`src/rtl/multicycle_adder.sv`:
```
// -----------------------------------------------------------------------------
// multicycle_adder
//   Multi-cycle ripple adder/subtractor. A WIDTH-bit operand pair is summed
//   SLICE bits per clock through a chain of one-bit full-adder cells. The carry
//   between slices is held in a register. Subtract mode computes a + ~b + 1.
//   A start/done handshake frames each operation.
//
// Parameters
//   WIDTH    operand/result width (>= 1)
//   SLICE    bits added per clock; must divide WIDTH (N = WIDTH/SLICE cycles)
//
// Ports
//   i_clk     rising-edge clock
//   i_rst_n   asynchronous active-low reset
//   i_start   request, sampled only while idle
//   i_a, i_b  operands, captured on an accepted start
//   i_cin     carry-in, captured on an accepted start (ignored when i_sub = 1)
//   i_sub     0: a+b+cin, 1: a-b
//   o_busy    operation in progress
//   o_done    one-cycle pulse when a result is valid
//   o_sum     result, held until the next completion
//   o_cout    carry out of the MSB (in subtract mode, 1 = no borrow)
//   o_ovf     two's-complement overflow
// -----------------------------------------------------------------------------
module multicycle_adder #(
   parameter int WIDTH = 16,
   parameter int SLICE = 4
) (
   input  logic             i_clk,
   input  logic             i_rst_n,
   input  logic             i_start,
   input  logic [WIDTH-1:0] i_a,
   input  logic [WIDTH-1:0] i_b,
   input  logic             i_cin,
   input  logic             i_sub,
   output logic             o_busy,
   output logic             o_done,
   output logic [WIDTH-1:0] o_sum,
   output logic             o_cout,
   output logic             o_ovf
);

   localparam int N  = WIDTH / SLICE;
   localparam int CW = (N > 1) ? $clog2(N) : 1;
   localparam logic [CW-1:0] LAST = CW'(N - 1);

   typedef enum logic {IDLE, RUN} state_t;

   state_t           r_state;
   logic [WIDTH-1:0] r_a;
   logic [WIDTH-1:0] r_b;       // already inverted in subtract mode
   logic             r_carry;
   logic [CW-1:0]    r_cnt;
   logic [WIDTH-1:0] r_acc;
   logic             r_busy;
   logic             r_done;
   logic [WIDTH-1:0] r_sum;
   logic             r_cout;
   logic             r_ovf;

   logic [SLICE-1:0] w_a_sl;
   logic [SLICE-1:0] w_b_sl;
   logic [SLICE-1:0] w_s;
   logic [SLICE:0]   w_c;       // w_c[i] is the carry into bit i of the slice
   logic [WIDTH-1:0] w_acc_next;

   assign w_a_sl = r_a[int'(r_cnt) * SLICE +: SLICE];
   assign w_b_sl = r_b[int'(r_cnt) * SLICE +: SLICE];
   assign w_c[0] = r_carry;

   // Ripple chain of one-bit full adders for the current slice
   for (genvar gi = 0; gi < SLICE; gi++) begin : g_fa
      assign w_s[gi]   = w_a_sl[gi] ^ w_b_sl[gi] ^ w_c[gi];
      assign w_c[gi+1] = (w_a_sl[gi] & w_b_sl[gi]) |
                         (w_c[gi] & (w_a_sl[gi] ^ w_b_sl[gi]));
   end

   // Accumulator with the current slice merged in; on the last slice this is
   // the complete result, so the sum can be loaded from it on the same edge.
   always_comb begin
      w_acc_next = r_acc;
      w_acc_next[int'(r_cnt) * SLICE +: SLICE] = w_s;
   end

   always_ff @(posedge i_clk or negedge i_rst_n) begin
      if (!i_rst_n) begin
         r_state <= IDLE;
         r_a     <= '0;
         r_b     <= '0;
         r_carry <= 1'b0;
         r_cnt   <= '0;
         r_acc   <= '0;
         r_busy  <= 1'b0;
         r_done  <= 1'b0;
         r_sum   <= '0;
         r_cout  <= 1'b0;
         r_ovf   <= 1'b0;
      end else begin
         r_done <= 1'b0;
         case (r_state)
            IDLE: begin
               if (i_start) begin
                  r_a     <= i_a;
                  r_b     <= i_sub ? ~i_b : i_b;
                  r_carry <= i_sub | i_cin;
                  r_cnt   <= '0;
                  r_busy  <= 1'b1;
                  r_state <= RUN;
               end
            end
            RUN: begin
               r_acc   <= w_acc_next;
               r_carry <= w_c[SLICE];
               r_cnt   <= r_cnt + 1'b1;
               if (r_cnt == LAST) begin
                  r_state <= IDLE;
                  r_busy  <= 1'b0;
                  r_done  <= 1'b1;
                  r_sum   <= w_acc_next;
                  r_cout  <= w_c[SLICE];
                  // carry into the MSB vs carry out of the MSB
                  r_ovf   <= w_c[SLICE-1] ^ w_c[SLICE];
               end
            end
            default: r_state <= IDLE;
         endcase
      end
   end

   assign o_busy = r_busy;
   assign o_done = r_done;
   assign o_sum  = r_sum;
   assign o_cout = r_cout;
   assign o_ovf  = r_ovf;

endmodule
```
`config.mk`:
```
export PLATFORM = sky130hd
export DESIGN_NAME = multicycle_adder
export DESIGN_NICKNAME = d
export VERILOG_FILES = /design/src/rtl/multicycle_adder.sv
export SDC_FILE = /design/constraint.sdc
export NUM_CORES = 1
export LEC_CHECK = 0
export CORE_MARGIN = 2
export CORE_UTILIZATION = 55
export CTS_CLUSTER_SIZE = 16
export DETAILED_ROUTE_END_ITERATION = 7
export HOLD_SLACK_MARGIN = 0.06
export PLACE_DENSITY = 0.86
export SKIP_CTS_REPAIR_TIMING = 1
export SYNTH_ARGS = -nofsm -noshare
export SYNTH_HDL_FRONTEND = slang
export SYNTH_SLANG_ARGS = --single-unit
```
`constraint.sdc`:
```
create_clock -name i_clk -period 6.8 [get_ports i_clk]
set_input_delay 1.36 -clock i_clk [delete_from_list [all_inputs] [get_ports i_clk]]
set_output_delay 1.36 -clock i_clk [all_outputs]
set_load 0.02 [all_outputs]
```
# == After elaboration in Yosys (flattened, before gate mapping) ==
# Index checks and enable logic that the tools add are counted.
# totals
ff_bits,72
inputBits,37
output_inout_bits,20
word_cells,61
# classes
add_sub_neg,2
n_eq_ne,3
n_shift,4
n_mux,14
bitwise_logic,24
n_reduce_logical,3
# ops
operator,n
$neg A4 Y33,1
$shift A4 B33 Y16 const A,1
$shiftx A4 B33 Y16,1
$shiftx A16 B5 Y4,2
$bwmux W16,1
$mux W16,1
$not A16 Y16,1
$xor A1 B1 Y1,9
$and A1 B1 Y1,8
$mux W1,7
$pmux W1 S2,3
$reduce_and A2 Y1,3
$or A1 B1 Y1,5
$pmux W2 S2,1
$add A2 B1 Y2 const B,1
$eq A2 B2 Y1 const B,1
$mux W2,1
$ne A2 B1 Y1 const B,1
$ne A2 B2 Y1 const B,1
$not A1 Y1,1

# == Depth between registers and ports, before layout ==
# Gate-level depths: netlist of the first run.
# depth
depth_word,11
depth_mapped,12
mapped_depth_nobuf,11

# == Worst setup path after synthesis of the first run ==
# No wires, ideal clock.
# synth_path
path_kind,flip-flop to flip-flop
start,register r_cnt[0]
end,register r_ovf (netlist: o_ovf)
setup_ps,125
t_arrival_ps,2782
required_time_ps,6675
setup_slack_ps,3894
stages_incl_launch_ff,13
cell_sequence,dfrtp_1 > buf_6 > mux4_1 > inv_1 > fa_1 > inv_1 > fa_1 > inv_1 > fa_1 > inv_1 > fa_1 > xnor2_1 > mux2_2
# synth_via
elab_chain_cells,11
word_cells_on_any_way,21
cone_classes,1 x eq/ne; 2 x shift; 17 x bitwise; 1 x reduce/logical
# synth_rtl
item,line_no,rtl
"start, declared",53,logic [CW-1:0] r_cnt;
"start signal, assigned",114,r_cnt <= r_cnt + 1'b1;
$shiftx A16 B5 Y4 (on tied branches),"67, 68",
$xor A1 B1 Y1,75,(w_c[gi] & (w_a_sl[gi] ^ w_b_sl[gi]));
$and A1 B1 Y1,75,
$or A1 B1 Y1,74,assign w_c[gi+1] = (w_a_sl[gi] & w_b_sl[gi]) |
$and A1 B1 Y1,75,
$or A1 B1 Y1,74,
$and A1 B1 Y1,75,
$or A1 B1 Y1,74,
$and A1 B1 Y1,75,
$or A1 B1 Y1 *,74,
named net w_c[4],64,logic [SLICE:0] w_c;
$xor A1 B1 Y1 *,122,r_ovf <= w_c[SLICE-1] ^ w_c[SLICE];
"end signal, assigned",122,
"end, declared",59,logic r_ovf;
# Mark *: on every way through the listed nets, which the timed path passes. The rest lies on a longest branch.
# A chain may end at the register's enable or synchronous reset.

# == Worst setup path in the final report of the first run ==
# layout_path
start,register r_cnt[0]
end,register r_sum[11] (netlist: o_sum[11])
# layout_via
elab_chain_cells,11
word_cells_on_any_way,25
cone_classes,1 x add/sub; 1 x eq/ne; 4 x shift; 1 x mux; 17 x bitwise; 1 x reduce/logical
# layout_rtl
item,line_no,rtl
$shiftx A16 B5 Y4 (on tied branches),"67, 68",
$xor A1 B1 Y1,"73, 75",
$and A1 B1 Y1,75,
$or A1 B1 Y1,74,
$and A1 B1 Y1,75,
$or A1 B1 Y1,74,
$and A1 B1 Y1,75,
$or A1 B1 Y1,74,
$xor A1 B1 Y1,73,assign w_s[gi] = w_a_sl[gi] ^ w_b_sl[gi] ^ w_c[gi];
$shiftx A4 B33 Y16,82,w_acc_next[int'(r_cnt) * SLICE +: SLICE] = w_s;
$bwmux W16,82,
"end signal, assigned",119,r_sum <= w_acc_next;
"end, declared",57,logic [WIDTH-1:0] r_sum;
# Several ways; a longest one is shown, not always the timed one.

==> results of run 1 <==
[metrics by stage]
| step | hold WS (ps) | total power, mW | setup WS, ps |
|---|---|---|---|
| floorplan | 456 | 1.62 | 3890 |
| global placement | 472 | 1.88 | 3330 |
| detailed placement | 477 | 1.93 | 3220 |
| CTS | 501 | 2.22 | 3210 |
| global route | 521 | 2.36 | 3000 |
| finish | 502 | 2.20 | 3220 |
[cell usage in the layout (no fill, tap or decap), types with 3 or more instances in the layout]
cell type	n
a21bo_2	16
a22o_1	8
and4bb_2	3
buf_4	3
clkbuf_8	9
clkdlybuf4s50_1	55
clkinv_2	4
dfrtp_1	72
fa_1	4
ha_1	6
inv_1	11
mux2_2	6
mux2_4	29
mux4_1	7
nand2_1	9
nand4b_1	17
nor2_1	3
o211ai_1	16
o2bb2ai_1	8
xor2_1	16
[power groups by stage]
stage	combinational [mW]	clock, mW	sequential, mW
after floorplan	0.868	0	0.747
after global placement	1.13	0	0.743
after detailed placement	1.17	0	0.755
after CTS	1.18	0.295	0.749
after global routing	1.28	0.312	0.772
final	1.17	0.287	0.748
[cell usage after synthesis, types with 2 or more instances]
| library cell | instances |
|---|---|
| buf_2 | 8 |
| nand3_1 | 2 |
| mux4_1 | 7 |
| dfrtp_1 | 72 |
| nand4bb_4 | 2 |
| o2bb2ai_1 | 8 |
| ha_1 | 6 |
| o31ai_1 | 2 |
| buf_6 | 2 |
| a21bo_2 | 16 |
| buf_12 | 3 |
| nand2_1 | 9 |
| nor2b_1 | 2 |
| xor2_1 | 16 |
| a22o_1 | 8 |
| o211ai_1 | 16 |
| fa_1 | 4 |
| mux2_2 | 6 |
| mux2_4 | 29 |
| buf_4 | 4 |
| nand4b_1 | 17 |
| nand3b_1 | 2 |
| inv_1 | 11 |
| nor2_1 | 3 |
| and4bb_2 | 3 |
[kinds of logic (layout without fill, tap and decap cells)]
group / Yosys count / after routing / share of synthesized area [%]
XOR/XNOR: 17 / 17 / 3.88
multiplexers: 43 / 43 / 18.5
flip-flops: 72 / 72 / 47.0
adder cells (fa/ha/maj): 10 / 10 / 4.04
AO/OA/AOI/OAI: 51 / 51 / 11.5
buffers and inverters: 30 / 86 / 5.54
AND/OR/NAND/NOR: 44 / 44 / 9.55
[area by class of cell]
class | instances | area share, %
clock buffer | 10 | 2.83
inverter | 11 | 0.916
multi-input combinational | 165 | 40.4
timing repair buffer | 59 | 12.8
clock inverter | 6 | 0.805
tap | 80 | 2.22
sequential | 72 | 40.0
[state kept, by name, summed over array words and instances (netlist names)]
register,cells
o_busy,1
o_cout,1
o_done,1
o_ovf,1
o_sum,16
r_a,16
r_acc,16
r_b,16
r_carry,1
r_cnt,2
r_state,1
[worst paths after layout]
check | cells after the start | start | slack [ps] | to
setup / recovery | 11 | r_cnt[0] | 3220 | o_sum[11]
hold / removal | 1 | r_acc[11] | 500 | r_acc[11]
setup reg to reg | 11 | r_cnt[0] | 3220 | o_sum[11]
hold reg to reg | 1 | r_acc[11] | 500 | r_acc[11]
max in group asynchronous | 2 | i_rst_n | 5030 | r_b[5]
min in group asynchronous | 2 | i_rst_n | 1210 | r_acc[7]
[layer usage]
metal  up-vias  GRT usage (%)  wire, um
li1       1092              -         -
met1      1171           28.0      3190
met2        65           33.7      3480
met3         8           4.52       312
met4         0           7.13        86
met5         -              0         0
==> flow_summary_export.csv, run 1 <==
group,metric,value,unit
status,status,"complete, no violations",
die,ios,57,
synth,yosys_warnings,0,
synth,async_flop_share,100,%
pwr,p_leak,1.96,nW
global_routing,track_usage,20.8,%
pwr,swShare,38.8,%
die,core,6760,sq um
clock_network,cts_sinks,72,
die,die_width,87.5,um
die,die_y,87.5,um
placement,dpl.cell_count,387,
clock_network,clk_latency,350,ps
layout,finalNonFillerCells,403,
sta,slew_violations,0,
die,start_util,56.8,%
synth,synthesis.area,3840,sq um
synth,yosysTopAreaCellShare,47.0,%
clock_network,cts_buffer_depth,2,
worst_setup_path,critPathMaxStageDelay,850,ps
pwr,powerDensity,489,nW/um^2
synth,syn-num-nets,314,
layout,syn_to_final_growth,17.5,%
layout,postLayoutCellArea,4510,sq um
route,wl_per_cell,17.5,um
pwr,p_clk_share,13.0,%
route,wl,7.06,mm
synth,synth_cell_type_count,34,
worst_setup_path,crit_path_cell_trace,"mux4_1 > inv_1 > fa_1 > inv_1 > fa_1 > inv_1 > fa_1 > inv_1 > fa_1 > nand3_1 > o211ai_1",
layout,final_util,66.7,%
sta,slew_headroom,17.6,%
clock_network,clk_pin_slew,80,ps
synth,synth_top_area_cell,"dfrtp_1",
clock_network,cts_made_buffers,9,
worst_setup_path,cp-start-kind,"flop",
hold_path,min_path_type,"reg -> reg",
worst_setup_path,worstSetupPathType,"reg -> reg",
clock_network,cts_root_buffer,"clkbuf_8",
sta,skew,11.1,ps
sta,finalWorstPathRequiredPeriod,3580,ps
global_routing,first_global_vias,2421,
synth,synth_cells,267,
route,first_iter_violations,85,
global_routing,gr-total-overflow,0,
placement,placedInstanceArea,4340,sq um
route,drc,0,
layout,diodes,0,
worst_setup_path,cp_top_family,"adder cells",
worst_setup_path,critPathBufInv,4,
worst_setup_path,crit_slowest_cell,"dfrtp_1",
sta,setup_viol,0,
worst_setup_path,crit_required,7060,ps
layout,multi_input_area,1820,sq um
route,via_count,2336,
sta,timing.fmax,279,MHz
route,firstDrtPassIters,4,
synth,seq_area_frac_synth,47.0,%
worst_setup_path,cp-end-kind,"flop",
layout,drive_above_1_share,23.8,%
sta,fin_crit_sh,52.7,%
global_routing,grt_pass1_wl,12.1,mm
pwr,ir_drop,0.213,mV
clock_network,cts_tree,"built",
pwr,combinationalPowerShare,53.1,%
worst_setup_path,cp_max_fo,21,
sta,tns,0,ps
route,ant_nets,0,
route,avgViaCountPerCell,5.80,
pwr,pwr-share-seq,33.9,%
synth,synth_area_leaders,"dfrtp_1, mux2_4, mux4_1",
layout,fillCellCount,498,
placement,gp_congestion,0.776,
global_routing,grt_max_degree,73,
synth,syn_avg_cell_area,14.4,sq um
sta,tightest_slew,1230,ps
placement,dp_hpwl,4.96,mm
flow_run,cap_violations,0,
layout,ff_latch_area,1800,sq um
synth,synth_edf_count,0,
synth,synth-seq-cells,72,
synth,synth_ff_type,"dfrtp_1",
layout,nets,365,
clock_network,htreeDepth,3,
sta,hold_viol_final,0,
pwr,p_switching,855,uW
die,dieArea,7660,sq um
placement,numPortBuffers,56,
global_routing,antenna_found_initial,0,
die,row_count,30,
pwr,p_int,1.35,mW
sta,rsz0062_at_grt,"false",
worst_setup_path,arrival,3840,ps
No activity file was read; power rests on OpenSTA's default activity.
==> run 2, diff against run 1 <==
CORE_UTILIZATION = 49   (was 55)
PLACE_DENSITY = 0.81   (was 0.86)
clock period = 3.14 ns   (was 6.8 ns; I/O delays follow)
==> run 2 against run 1 <==
  * Clock power increased to 2.6 times the previous value
  * Register-to-register slack got worse by 3000 ps
  * Power increased by 130%
  * Routed wire length increased by 4.6%
  * Design area increased by 3.2%
  * Utilization decreased by 5.9 points
  * Critical path type unchanged
  * Largest cell class unchanged
==> flow_summary_export.csv, run 2 (same netlist as run 1, synthesis figures left out) <==
group,metric,value,unit
worst_setup_path,crit_required,3400,ps
die,ios,57,
layout,nets,371,
global_routing,first_global_vias,2488,
pwr,ir_drop,0.520,mV
die,die_width,92.5,um
sta,tightest_slew,895,ps
sta,slew_headroom,40.1,%
route,wl_per_cell,17.1,um
placement,numPortBuffers,56,
clock_network,cts_buffer_depth,2,
worst_setup_path,cp_max_fo,6,
placement,gp_congestion,0.878,
pwr,swShare,38.5,%
pwr,pwr-share-seq,31.6,%
hold_path,min_path_type,"in -> async",
sta,slew_violations,0,
pwr,powerDensity,1070,nW/um^2
global_routing,track_usage,18.9,%
global_routing,gr-total-overflow,0,
pwr,p_leak,2.00,nW
placement,dp_hpwl,5.32,mm
die,start_util,50.2,%
status,status,"complete, no violations",
die,core,7650,sq um
layout,multi_input_area,1830,sq um
worst_setup_path,cp-end-kind,"flop",
die,die_y,92.5,um
layout,final_common_cell,"dfrtp_1",
flow_run,cap_violations,0,
global_routing,grt_max_degree,52,
clock_network,cts_tree,"built",
sta,timing.fmax,340,MHz
route,first_iter_violations,69,
route,via_count,2377,
route,firstDrtPassIters,4,
route,ant_nets,0,
pwr,p_clk_share,14.9,%
pwr,p_switching,1.92,mW
worst_setup_path,worstSetupPathType,"reg -> reg",
clock_network,clk_pin_slew,80,ps
sta,finalWorstPathRequiredPeriod,2940,ps
pwr,combinationalPowerShare,53.4,%
sta,hold_ws,346,ps
layout,ff_latch_area,1800,sq um
pwr,p_int,3.07,mW
clock_network,clk_latency,360,ps
clock_network,cts_root_buffer,"clkbuf_8",
worst_setup_path,cp-start-kind,"flop",
route,avgViaCountPerCell,5.52,
sta,hold_viol_final,0,
placement,dp_slack,88.0,ps
layout,syn_to_final_growth,21.2,%
sta,tns,0,ps
route,drc,0,
global_routing,grt_pass1_wl,12.4,mm
sta,fin_ws,197,ps
clock_network,cts_made_buffers,9,
sta,skew,10.5,ps
layout,fillCellCount,592,
die,dieArea,8560,sq um
die,row_count,32,
clock_network,cts_sinks,72,
clock_network,htreeDepth,3,
layout,diodes,0,
layout,final_cell_mix,"dfrtp_1, clkdlybuf4s50_1, mux2_4",
sta,rsz0062_at_grt,"false",
layout,postLayoutCellArea,4650,sq um
placement,placedInstanceArea,4430,sq um
pwr,p_total,4.99,mW
route,wl,7.39,mm
sta,setup_viol,0,
global_routing,antenna_found_initial,0,
worst_setup_path,arrival,3210,ps
sta,fin_crit_sh,93.7,%
layout,drive_above_1_share,26.1,%
[run 2: cell types whose count changed in the layout (fill, tap and decap cells not counted), moves of 2 or more]
cell        delta
buf_12         +2
clkinv_2       -4
inv_6          +2
buf_4          +4
clkinvlp_4     +2
[run 2: stage by stage]
| stage | util (%) | cells |
|---|---|---|
| finish | 60.8 | 431 |
| floorplan | - | 267 |
| detailed placement | 57.9 | 413 |
| CTS | 60.5 | 429 |
| global placement | 57.9 | 413 |
| global route | 60.8 | 431 |
[run 2: power groups by stage]
stage / Sequential, mW / Combinational, mW / Clock, mW
finish: 1.58 / 2.67 / 0.745
CTS: 1.58 / 2.64 / 0.760
global placement: 1.57 / 2.55 / 0
floorplan: 1.62 / 1.88 / 0
global route: 1.62 / 2.92 / 0.802
detailed placement: 1.59 / 2.64 / 0
[run 2: routing by layer]
metal	vias to the layer above	share of wire [%]	wire length (um)	track usage, %
li1	1105	-	-	-
met1	1184	44	3260	24.3
met2	75	49	3630	30.2
met3	13	5.0	373	5.37
met4	0	1.7	123	7.59
met5	-	0	0	0
[run 2: critical path: stages, from the launching register on]
cell and delay [ps]:
dfrtp_2 430, mux4_1 550, inv_1 90, fa_1 160, inv_1 50, fa_1 350, inv_1 70, fa_1 210
inv_1 60, fa_1 550, nand3_2 130, o211ai_1 210
[run 2: path summary, 6_finish.rpt]
check                           endpoint     start  cells past startpoint  slack (ps)
worst max-delay path            o_sum[7]  r_cnt[0]                     11         200
worst min-delay path            o_sum[2]   i_rst_n                      1         350
worst max register to register  o_sum[7]  r_cnt[0]                     11         200
worst min register to register    o_busy    o_busy                      1         500
max in group asynchronous       r_cnt[0]   i_rst_n                      2        2120
min in group i_clk                o_busy    o_busy                      1         500
[run 2: cell type report]
type / instances / area share [%]
multi-input combinational: 165 / 39.3
clock inverter: 7 / 1.69
sequential: 72 / 38.8
inverter: 11 / 0.888
tap: 102 / 2.74
clock buffer: 9 / 2.66
timing repair buffer: 65 / 13.9
==> patch, RTL diff (flow settings as in run 2) <==
Change the parameter `SLICE` from 4 to 16.
--- a/src/rtl/multicycle_adder.sv
+++ b/src/rtl/multicycle_adder.sv
@@ -25,5 +25,5 @@
 module multicycle_adder #(
    parameter int WIDTH = 16,
-   parameter int SLICE = 4
+   parameter int SLICE = 16
 ) (
    input  logic             i_clk,
Function: changed (Yosys sat finds a counterexample within 4 cycles, from zero or initial values and one cycle with i_rst_n low).
==> patch against run 2 <==
- the run now ends with setup timing left
- die area decreased by 21%
- design area decreased by 18%
- clock skew shrank 0.0055 ns
- power decreased by 20%
- routed wire length is 25% lower
- area after synthesis fell by 22%
- final cell count decreased by 18%
- sequential cell count decreased by 17
- setup slack got worse by 3.2 ns
==> patch: results (changes against run 2) <==
- Worst skew pair latency: 0.31 ns (-0.05 ns)
- Root Buffer: clkbuf_8
- CP arrival: 6.44 ns (+3.23 ns)
- Final-report setup violation count: 12 (+12)
- Synth Warn #: 0 (unchanged)
- Count of input and output buffers: 56 (unchanged)
- Inserted Diodes: 0 (unchanged)
- Async S/R FF share, synth: 100% (unchanged)
- GR Util All Layers: 18.2% (-0.67 points)
- Mapped Nets: 259 (-18%)
- H-tree depth: 2 (-1)
- DR vias/cell: 4.97 (-9.9%)
- Static leakage power: 1.73 nW (-14%)
- Yosys cell types: 23 (-32%)
- Share of layout cells above drive strength 1: 34.2% (+8.0 points)
- Layout Skew: 0.00494 ns (-0.00552 ns)
- HPWL Detailed: 3.98 mm (-25%)
- Vias in the first global route: 1893 (-24%)
- Failing checks: setup timing
- Num CTS Buffers: 5 (-4)
- First-pass GRT wire length: 9.06 mm (-27%)
- Max clock buf depth: 2 (unchanged)
- Switch Pwr: 1.40 mW (-27%)
- Status: finished, violations left
- Commonest cells post-synth: dfrtp_1, mux2_4, nor2b_1, fa_1, xor2_1
- Seq/Total Area, Yosys: 45.8% (-1.2 points)
- Pre-CTS setup slack: -3.05 ns (-3.14 ns)
- Met1 usage: 24.3% (about the same)
- Min-Delay Path Class: input port to asynchronous set/reset pin
- Top cells by area, synth: dfrtp_1, mux2_4, fa_1
- Largest net degree at the start of global routing: 45 (-13%)
- RD Place Congestion: 0.749 (-15%)
- 1st-pass router iterations: 4 (unchanged)
- Clock-pin slew on the worst setup and hold paths: about 0.090 ns
- DRT iter0 DRCs: 70 (+1.4%)
- Met2 Resource Use GR: 29.4% (-0.82 points)
- Worst Slack Setup Final: -3.05 ns (-3.25 ns)
- Worst-margin pin slew: 1.02 ns (+0.123 ns)
- Met3 Use GR: 4.78% (-0.59 points)
- Crit-path max FO: 5 (-1)
- Crit path largest cell delay: 0.43 ns (-0.12 ns)
- Post-Route WL: 5.53 mm (-25%)
- Max VDD drop: 496 uV (-4.7%)
- Initial antenna violation count: 0 (unchanged)
- CP max stage cell: fa_2
- Nets@finish: 332 (-11%)
- Most used routing layer: met2
-- patch: changes by cell type in the layout (fill, tap and decap cells not counted), moves of 15 or more --
cell,run 2,this run
a21bo_2,16,0
fa_2,0,15
buf_4,7,24
o211ai_1,16,0
nor2b_1,2,24
nand4b_1,17,0
dfrtp_1,71,55
-- patch: metrics by stage --
stage	cell area (sq um)	hold slack (ns)	power [mW]	TNS [ns]	cells
2_1_floorplan	3060	0.332	2.90	-21.69	206
3_3_place_gp	3730	0.480	3.52	-22.08	345
3_5_place_dp	3730	0.475	3.63	-22.84	345
4_1_cts	3800	0.494	4.02	-23.31	351
5_1_grt	3820	0.528	4.35	-25.33	353
6_report	3820	0.478	4.00	-23.32	353
-- patch: layer usage --
layer	vias to the layer above	wire (um)
met4	0	59
met3	7	263
li1	804	-
met1	902	2450
met5	-	0
met2	41	2760
-- patch: path summary, 6_finish.rpt --
path	from	end	slack (ns)	cells after the start
max in group asynchronous	i_rst_n	o_sum[3]	1.94	2
worst min register to register	o_sum[0]	o_sum[0]	0.50	1
worst max-delay path	r_cnt	o_sum[15]	-3.05	21
worst min-delay path	i_rst_n	r_a[8]	0.48	1
worst max register to register	r_cnt	o_sum[15]	-3.05	21
min in group i_clk	o_sum[0]	o_sum[0]	0.50	1
-- patch: power by group through the flow --
| stage | registers [mW] | clock network, mW | logic [mW] |
|---|---|---|---|
| floorplan | 1.38 | 0 | 1.53 |
| CTS | 1.29 | 0.382 | 2.35 |
| global route | 1.33 | 0.404 | 2.62 |
| finish | 1.28 | 0.367 | 2.34 |
| detailed placement | 1.29 | 0 | 2.33 |
| global placement | 1.28 | 0 | 2.24 |
-- patch: cell families after synthesis --
family	Yosys count	share of synthesized area [%]
AND/OR/NAND/NOR	42	9.03
multiplexers	46	21.7
XOR/XNOR	17	4.95
flip-flops	55	45.8
buffers and inverters	21	5.83
adder cells (fa/ha/maj)	16	10.7
AO/OA/AOI/OAI	9	2.04
-- patch: final cells by class --
cell class | instances | area [sq um]
Multi-Input combinational cell | 130 | 1500
Sequential cell | 55 | 1380
Fill cell | 440 | 2100
Clock buffer | 6 | 72.6
Tap cell | 75 | 93.8
Inverter | 6 | 22.5
Timing Repair Buffer | 81 | 756
-- patch: critical path, delay by kind of cell, from the launching register on --
kind,cells,cell delay (ns)
buffers and inverters,2,0.11
adders and majority gates,16,5.20
DFF,1,0.41
AOI/OAI and AO/OA,1,0.10
and+or+nand+nor,2,0.33
